`src/rtl/uart_tx_fifo.sv`:
```
// uart_tx_fifo: buffered UART transmitter with configurable width, parity, stop bits and baud divisor
module uart_tx_fifo #(
  parameter int CLKS_PER_BIT = 10416,
  parameter int DATA_BITS = 8,
  parameter int PARITY = 0,
  parameter int STOP_BITS = 1,
  parameter int FIFO_DEPTH = 4
) (
  input  logic clk,
  input  logic rst,
  input  logic [DATA_BITS-1:0] in_data,
  input  logic in_valid,
  output logic in_ready,
  output logic tx,
  output logic busy,
  output logic [$clog2(FIFO_DEPTH):0] fifo_count
);
  localparam int AW = $clog2(FIFO_DEPTH);
  localparam int BW = $clog2(CLKS_PER_BIT);
  localparam int IW = $clog2(DATA_BITS);
  localparam logic [AW:0] FULL = FIFO_DEPTH[AW:0];
  typedef enum logic [2:0] {S_IDLE, S_START, S_DATA, S_PAR, S_STOP} state_t;
  state_t state_q, state_d;
  logic [BW-1:0] baud_q, baud_d;
  logic [IW-1:0] bit_q, bit_d;
  logic [DATA_BITS-1:0] sh_q, sh_d;
  logic [DATA_BITS-1:0] mem [FIFO_DEPTH];
  logic [AW-1:0] wp_q, rp_q;
  logic [AW:0] cnt_q;
  logic par_q, par_d, stop_q, stop_d, tx_q, tx_d;
  logic push, pop, wrap, stop_end;
  logic [DATA_BITS-1:0] head;
  assign in_ready = !rst && cnt_q < FULL;
  assign push = in_valid && in_ready;
  assign head = mem[rp_q];
  assign wrap = baud_q == BW'(CLKS_PER_BIT - 1);
  assign stop_end = state_q == S_STOP && wrap && (STOP_BITS == 1 || stop_q);
  // Pop only when the line is free: idle, or on the very last edge of the stop period
  assign pop = cnt_q != '0 && (state_q == S_IDLE || stop_end);
  assign tx = tx_q;
  assign busy = state_q != S_IDLE;
  assign fifo_count = cnt_q;
  always_comb begin
    state_d = state_q;
    baud_d = (state_q == S_IDLE || wrap) ? '0 : baud_q + 1'b1;
    bit_d = bit_q;
    sh_d = sh_q;
    par_d = par_q;
    stop_d = stop_q;
    if (pop) begin
      state_d = S_START;
      sh_d = head;
      par_d = ^head ^ (PARITY == 1);
      stop_d = 1'b0;
    end else if (wrap) begin
      case (state_q)
        S_START: begin
          state_d = S_DATA;
          bit_d = '0;
        end
        S_DATA: begin
          state_d = (bit_q == IW'(DATA_BITS - 1)) ? (PARITY != 0 ? S_PAR : S_STOP) : S_DATA;
          bit_d = bit_q + 1'b1;
          sh_d = sh_q >> 1;
        end
        S_PAR: state_d = S_STOP;
        S_STOP: begin
          state_d = stop_end ? S_IDLE : S_STOP;
          stop_d = 1'b1;
        end
        default: state_d = S_IDLE;
      endcase
    end
    tx_d = state_d == S_START ? 1'b0 : state_d == S_DATA ? sh_d[0] : state_d == S_PAR ? par_d : 1'b1;
  end
  always_ff @(posedge clk) begin
    if (rst) begin
      state_q <= S_IDLE;
      baud_q <= '0;
      bit_q <= '0;
      sh_q <= '0;
      par_q <= 1'b0;
      stop_q <= 1'b0;
      tx_q <= 1'b1;
      wp_q <= '0;
      rp_q <= '0;
      cnt_q <= '0;
    end else begin
      state_q <= state_d;
      baud_q <= baud_d;
      bit_q <= bit_d;
      sh_q <= sh_d;
      par_q <= par_d;
      stop_q <= stop_d;
      tx_q <= tx_d;
      wp_q <= wp_q + AW'(push);
      rp_q <= rp_q + AW'(pop);
      cnt_q <= cnt_q + (AW + 1)'(push) - (AW + 1)'(pop);
    end
  end
  always_ff @(posedge clk) begin
    if (push) mem[wp_q] <= in_data;
  end
endmodule

```
`config.mk`:
```
export PLATFORM = sky130hd
export DESIGN_NAME = uart_tx_fifo
export DESIGN_NICKNAME = d
export VERILOG_FILES = /design/src/rtl/uart_tx_fifo.sv
export SDC_FILE = /design/constraint.sdc
export NUM_CORES = 1
export LEC_CHECK = 0
export BUFFER_PORTS_ARGS = -buffer_cell sky130_fd_sc_hd__buf_2
export CAP_MARGIN = 20
export CORE_AREA = 2 2 77 79
export CTS_BUF_LIST = sky130_fd_sc_hd__clkbuf_8
export CTS_CLUSTER_DIAMETER = 40
export DETAILED_ROUTE_END_ITERATION = 7
export DIE_AREA = 0 0 79 81
export HOLD_SLACK_MARGIN = 0.05
export PLACE_DENSITY_LB_ADDON = 0.25
export SLEW_MARGIN = 20
export SYNTH_ARGS = -nofsm -noshare
export SYNTH_HDL_FRONTEND = slang
export SYNTH_SLANG_ARGS = --single-unit
```
`constraint.sdc`:
```
create_clock -name clk -period 5.7 [get_ports clk]
set_clock_uncertainty 0.2 [all_clocks]
set_input_delay 1.425 -clock clk [delete_from_list [all_inputs] [get_ports clk]]
set_output_delay 1.425 -clock clk [all_outputs]
set_load 0.05 [all_outputs]
```
==> Word-level counts from Yosys, hierarchy flattened <==
Memory sizes are Yosys's and may differ from the RTL's. A register that Yosys moved wholly into a read port is not among the register bits.
Index checks and enable logic that the tools add are counted.
{ "classes": {"muxes": 16, "order_cmp": 1, "bitwise": 1, "n_addsub": 6, "n_reduce_logical": 17, "eq_ne": 9} }
{ "op_table": {"columns": ["cell", "count"], "rows": [
  ["$mux 8", 3],
  ["$add 14x1->14 const B", 1],
  ["$eq 14x14->1 const B", 1],
  ["$eq 3x2->1 const B", 4],
  ["$mux 3", 4],
  ["$pmux 3 s4", 1],
  ["$reduce_xor 8->1", 1],
  ["$eq 3x1->1 const B", 2],
  ["$eq 3x3->1 const B", 2],
  ["$mux 1", 6],
  ["$pmux 3 s2", 1],
  ["$reduce_bool 2->1", 3],
  ["$reduce_bool 3->1", 2],
  ["$add 2x1->2", 2],
  ["$logic_and 1x1->1", 4],
  ["$add 3x1->3", 1],
  ["$add 3x1->3 const B", 1],
  ["$logic_not 3->1", 1],
  ["$lt 3x3->1 const B", 1],
  ["$reduce_and 3->1", 1],
  ["$sub 3x1->3", 1],
  ["$logic_or 1x1->1", 2],
  ["$mux 2", 1],
  ["$reduce_and 2->1", 1],
  ["other kinds (3)", 3]
]} }
{ "word_totals": {"regBits": 37, "ramBits": 32, "inputBits": 11, "mem_count": 1, "wordCells": 61, "out_inout_bits": 6} }
{ "memory_table": {"columns": ["memory", "words", "word_bits", "rd", "rd_ports_with_merged_regs", "write_ports", "line_no", "source"], "rows": [
  ["mem", 4, 8, 1, 1, 1, "27", "logic [DATA_BITS-1:0] mem [FIFO_DEPTH];"]
]} }

==> Depth between registers and ports, before layout <==
Gate-level depths: netlist of run 1.
{ "logic_depth": {"depth_word": 10, "ltp_mapped": 13, "mapped_depth_nobuf": 13} }

==> Least setup slack after synthesis of run 1 <==
OpenSTA, ideal clock, no wires.
{ "synth_timing": {"path_kind": "input -> register", "from": "input port rst", "to": "register cnt_q[2] (netlist: fifo_count[2])", "t_arrival_ns": 3.609, "setup_slack_ns": 1.763, "path_buffers": 0, "path_stages": 10, "cell_sequence": "nor2_1 -> nand2_1 -> ha_1 -> inv_1 -> ha_1 -> inv_1 -> fa_1 -> xor2_1 -> xnor2_1 -> nor2_1"} }
{ "synth_via": {"elab_chain_len": 5} }
{ "synth_rtl": {"columns": ["item", "line_no", "source"], "rows": [
  ["start, declared", "10", "input logic rst,"],
  ["$logic_not 1->1", "33", "assign in_ready = !rst && cnt_q < FULL;"],
  ["$logic_and 1x1->1", "33", null],
  ["$logic_and 1x1->1", "34", "assign push = in_valid && in_ready;"],
  ["$add 3x1->3", "98", "cnt_q <= cnt_q + (AW + 1)'(push) - (AW + 1)'(pop);"],
  ["$sub 3x1->3", "98", null],
  ["end signal, assigned", "98", null],
  ["end, declared", "29", "logic [AW:0] cnt_q;"]
]} }
Parallel ways exist; a longest one is shown, timed or not.
A chain may end at the register's enable or synchronous reset.

==> Final worst setup path of run 1 <==
{ "layout_timing": {"from": "input port rst", "to": "output port in_ready"} }
{ "layout_via": {"elab_chain_len": 2} }
{ "layout_rtl": {"columns": ["item", "line_no", "source"], "rows": [
  ["$logic_not 1->1", "33", null],
  ["$logic_and 1x1->1", "33", null],
  ["end, declared", "13", "output logic in_ready,"]
]} }
No other way between the ends.

==> impl_metrics.tcl, run 1 <==
set metrics [dict create \
    status "finished, final reports clean" \
    fin_hold_ws_ns 0.244 \
    synth_async_sr_flop_share 0 \
    hpwl_mm 3.12 \
    synth.distinct_cells 37 \
    relSlewSlack 0.591 \
    grt_max_degree 25 \
    yosysMostFrequentCell "dfxtp_1" \
    syn_area_mm2 0.00288 \
    power.leakage_nw 1.14 \
    drcViolationCount 0 \
    crit_start "rst" \
    antenna_found_initial 0 \
    hold_path.class "flip-flop to flip-flop" \
    synth-seq-cells 69 \
    yosysSeqAreaShare 0.591 \
    core-area_mm2 0.00568 \
    num-fill-cells 491 \
    clock_path_buffers 2 \
    numCtsBuffers 9 \
    cts_tree "done" \
    start_kind "primary input" \
    wl_per_cell_um 13.9 \
    postLayoutCellArea_mm2 0.00324 \
    clkSlewWorstSetupHoldPaths_ns 0.08 \
    num_rows 28 \
    nets 276 \
    maxSlewViolCount 0 \
    cts_setup_buffers 0 \
    min_period_ns 3.73 \
    drtIter0Drc 106 \
    crit_type "primary input to output pin" \
    io_pins 17 \
    area_growth_pct 12.6 \
    cts_resized 0 \
    rsz0062_at_grt "false" \
    synth_nets 254 \
    cp_max_fo 24 \
    avgViaCountPerCell 5.16 \
    synth_top_cells_by_count "dfxtp_1 (37), edfxtp_1 (32), nor2_1 (28)" \
    worst_pin_slew_ns 0.613 \
    syn_avg_cell_area_um2 12.3 \
    clock.fmax_mhz 268 \
    grt_usage 0.166 \
    min-delay-start "baud_q[0]$_SDFF_PP0_" \
    grt_pass1_vias 1642 \
    dieArea_mm2 0.00640 \
    synth_top_area_frac 0.334 \
    htree_num_levels 3 \
    ys.flop_type "dfxtp_1" \
    antenna_violating_nets_post_route 0 \
    maxCapViolations 0 \
    port_buffers 16 \
    setup_viol 0 \
    tns_ns 0 \
    clkLatencyLatePin_ns 0.34 \
    end_kind "output pin" \
    dpl_cell_area_mm2 0.00304 \
    reg2reg_from "baud_q[9]$_SDFF_PP0_" \
    utilization 0.571 \
    grt.overflow.total 0 \
    min_period_over_period 0.655 \
    yosysWarnings 0 \
    dieWidth_um 79 \
    drive_above_1_share 0.191 \
    wl_mm 4.69 \
    hold_viol_final 0 \
    root_buffer "clkbuf_8" \
    cts_sinks 69 \
    die_y_um 81 \
    synth_edf_count 32 \
    num_vias 1740 \
    synth_area_leaders "edfxtp_1 (33%), dfxtp_1 (26%), mux4_2 (6.3%)" \
    synth_area_leader_cell "edfxtp_1" \
    finalPower_mw 1.42 \
    postSynthCellCount 235 \
    drt_first_pass_iters 4 \
    initial_core_util 0.507 \
    power_density_mw_per_mm2 438 \
    place_congestion 0.768 \
    worst_ep_arrival_time_ns 2.11 \
    worstPathRequired_ns 4.07 \
    antenna-diode-count 0 \
    grt_pass1_wl_mm 7.87 \
    ir_drop_mv 0.245 \
    cts-hold-fix-buffers 0 \
]
-- metal layers --
| metal | vias up | track usage | part of all wire |
|---|---|---|---|
| met3 | 7 | 0.0478 | 0.033 |
| met4 | 0 | 0.0983 | 0.020 |
| met5 | - | 0 | 0 |
| li1 | 888 | - | - |
| met1 | 823 | 0.217 | 0.49 |
| met2 | 22 | 0.248 | 0.45 |
-- where the power goes --
| group | internal, mW | switching, mW | total [mW] |
|---|---|---|---|
| registers | 0.576 | 0.0582 | 0.634 |
| clock network | 0.208 | 0.195 | 0.403 |
| logic | 0.171 | 0.213 | 0.384 |
-- critical path, stage by stage --
cell and delay, ns:
buf_2 0.23, nor2_1 0.17, buf_2 0.28
-- kinds of logic after synthesis --
| kind of cell | share of synthesized area |
|---|---|
| simple gates | 0.150 |
| flops | 0.591 |
| compound gates | 0.0608 |
| xor+xnor | 0.0700 |
| buf+inv | 0.0213 |
| mux | 0.0695 |
| fa+ha+maj | 0.0374 |
-- sequential cells by signal, summed over array words and instances (netlist names) --
register,cells
baud_q,14
bit_q,3
fifo_count,3
mem,32
par_q,1
rp_q,2
sh_q,8
state_q,3
tx,1
wp_q,2
-- metrics by stage --
step,std cells,worst slack [ns]
floorplan,235,1.76
global placement,321,1.96
detailed placement,321,1.96
CTS,337,1.96
global route,337,1.89
finish,337,1.97
-- area by class of cell --
type | count | area [um2] | share of cell area
clock buffers | 9 | 124 | 0.0382
clock inverters | 7 | 81.3 | 0.0251
inverters | 6 | 22.5 | 0.00695
multi-input cells | 152 | 1120 | 0.344
flip-flops and latches | 69 | 1700 | 0.525
well taps | 75 | 93.8 | 0.0289
repair buffers | 19 | 103 | 0.0316
-- cells in the final DEF (no fill, tap or decap), types with 3 or more instances in the layout --
cell type / count
dfxtp_1: 37
edfxtp_1: 32
nor2_1: 28
nand2_1: 21
buf_2: 16
xnor2_1: 15
a21oi_1: 13
nand3_1: 10
clkbuf_8: 9
mux4_2: 8
xor2_1: 8
ha_1: 7
inv_1: 5
a22oi_1: 5
nor3b_1: 4
nor2b_1: 4
and3_1: 3
a21o_1: 3
a211oi_1: 3
inv_6: 3
buf_4: 3
-- final timing paths --
path                                    to  slack, ns  depth (start not counted)
setup / recovery                  in_ready       1.97                          3
hold / removal        baud_q[0]$_SDFF_PP0_       0.24                          1
setup reg to reg  fifo_count[2]$_SDFF_PP0_       2.07                         12
hold reg to reg       baud_q[0]$_SDFF_PP0_       0.24                          1
Power figures use the tool's default switching activity.
==> inputs of run 2 (changes only) <==
==> constraint.sdc (replaced) <==
create_clock -name clk -period 3.57 [get_ports clk]
set_clock_uncertainty 0.2 [all_clocks]
set_input_delay 0.8925 -clock clk [delete_from_list [all_inputs] [get_ports clk]]
set_output_delay 0.8925 -clock clk [all_outputs]
set_load 0.05 [all_outputs]
==> impl_metrics.tcl, run 2 (synthesis gave the netlist of run 1 again) <==
set metrics [dict create \
    status "finished, final reports clean" \
    setup_viol 0 \
    cts_tree "done" \
    hold_viol_final 0 \
    worst_pin_slew_ns 0.580 \
    r2r_setup_slack_ns 0.30 \
    clkSlewWorstSetupHoldPaths_ns 0.07 \
    grt_usage 0.166 \
    reg2reg_from "baud_q[8]$_SDFF_PP0_" \
    grt_util_met1 0.201 \
    grt.overflow.total 0 \
    postLayoutCellArea_mm2 0.00327 \
    min_period_over_period 0.916 \
    dieWidth_um 79 \
    drt_first_pass_iters 4 \
    seqPwrFrac 0.444 \
    worst_ep_arrival_time_ns 3.30 \
    use_met2 0.273 \
    rsz0062_at_grt "false" \
    num_vias 1767 \
    numCtsBuffers 9 \
    switchingPower_uw 742 \
    drcViolationCount 0 \
    maxCapViolations 0 \
    min_period_ns 3.27 \
    dieArea_mm2 0.00640 \
    nets 280 \
    place_inst 325 \
    regMostFlops "mem" \
    p_int_mw 1.54 \
    cts-hold-fix-buffers 0 \
    grt.busiest_layer "met2" \
    power_density_mw_per_mm2 698 \
    wl_per_cell_um 14.1 \
    initial_core_util 0.507 \
    avgViaCountPerCell 5.18 \
    utilization 0.575 \
    cts_sinks 69 \
    drive_above_1_share 0.199 \
    largest_reg_flops 32 \
    cts_setup_buffers 0 \
    combPwrFrac 0.279 \
    grt_pass1_wl_mm 7.85 \
    tns_ns 0 \
    reg_top3 "mem: 32 flops, baud_q: 14 flops, sh_q: 8 flops" \
    worstPathRequired_ns 3.60 \
    crit_end "fifo_count[2]$_SDFF_PP0_" \
    finalPower_mw 2.28 \
    start_kind "flip-flop" \
    cp_max_fo 4 \
    root_buffer "clkbuf_8" \
    cts_resized 0 \
    drtIter0Drc 101 \
    hold_path.class "flip-flop to flip-flop" \
    port_buffers 16 \
    sw_frac_of_total 0.325 \
    fin_ws_ns 0.300 \
    r2r_cells 12 \
    grt_max_degree 24 \
    clock.fmax_mhz 306 \
    layout_commonest_cell "dfxtp_1" \
    antenna_violating_nets_post_route 0 \
    pwr-share-clk 0.277 \
    core-area_mm2 0.00568 \
    area_growth_pct 13.4 \
    stdcell_count 341 \
    clkLatencyLatePin_ns 0.34 \
    num_rows 28 \
    antenna-diode-count 0 \
    hpwl_mm 3.31 \
    die_y_um 81 \
    crit_type "flip-flop to flip-flop" \
    fin_hold_ws_ns 0.249 \
    grt_pass1_vias 1726 \
    relSlewSlack 0.613 \
    power.leakage_nw 1.15 \
    maxSlewViolCount 0 \
    use_met3 0.0567 \
    place_congestion 0.740 \
    place_ws_ns 0.297 \
    end_kind "flip-flop" \
    dpl_cell_area_mm2 0.00307 \
    antenna_found_initial 0 \
    clock_path_buffers 2 \
    ir_drop_mv 0.340 \
    htree_num_levels 3 \
    io_pins 17 \
    r2r-end "fifo_count[2]$_SDFF_PP0_" \
    layout_common_cells "dfxtp_1 (37), edfxtp_1 (32), nor2_1 (28)" \
    crit_start "baud_q[8]$_SDFF_PP0_" \
    wl_mm 4.80 \
]
-- run 2: cell types whose count changed in the layout (fill, tap and decap cells not counted) --
cell | previous run | this run
buf_4 | 3 | 7
inv_6 | 3 | 2
inv_1 | 5 | 6
clkinv_4 | 2 | 1
clkinvlp_4 | 1 | 2
-- run 2: power groups by stage --
| stage | combinational, mW | clock (mW) | sequential [mW] |
|---|---|---|---|
| floorplan | 0.485 | 0 | 1.04 |
| global placement | 0.631 | 0 | 1.03 |
| detailed placement | 0.638 | 0 | 1.03 |
| CTS | 0.640 | 0.644 | 1.02 |
| global route | 0.695 | 0.678 | 1.03 |
| finish | 0.636 | 0.631 | 1.01 |
-- run 2: worst min path at each step --
stage / startpoint / to / slack, ns / cells past startpoint
final: baud_q[0]$_SDFF_PP0_ / baud_q[0]$_SDFF_PP0_ / 0.25 / 1
after detailed placement: baud_q[0]$_SDFF_PP0_ / baud_q[0]$_SDFF_PP0_ / 0.24 / 1
after global routing: sh_q[6]$_SDFFE_PP0P_ / sh_q[6]$_SDFFE_PP0P_ / 0.29 / 2
after floorplan: baud_q[0]$_SDFF_PP0_ / baud_q[0]$_SDFF_PP0_ / 0.21 / 1
after global placement: baud_q[0]$_SDFF_PP0_ / baud_q[0]$_SDFF_PP0_ / 0.22 / 1
after CTS: baud_q[0]$_SDFF_PP0_ / baud_q[0]$_SDFF_PP0_ / 0.25 / 1
-- run 2: area by class of cell --
cell class,count,area [um2]
multi-input combinational,152,1120
clock inverter,7,75.1
sequential,69,1700
fill,498,2410
tap,75,93.8
clock buffer,9,124
timing repair buffer,23,133
inverter,6,22.5
-- run 2: critical path, stage by stage (launching register included) --
cell	delay (ns)
dfxtp_1	0.34
or4b_1	0.50
or4_4	0.43
a2111o_1	0.45
inv_2	0.07
ha_1	0.22
inv_1	0.06
ha_1	0.13
inv_1	0.05
fa_1	0.36
xor2_1	0.17
xnor2_1	0.14
nor2_1	0.05
-- run 2: metal layers --
metal	part of all wire	vias to the layer above
met3	0.034	9
met1	0.47	841
li1	-	892
met5	0	-
met4	0.015	0
met2	0.48	25
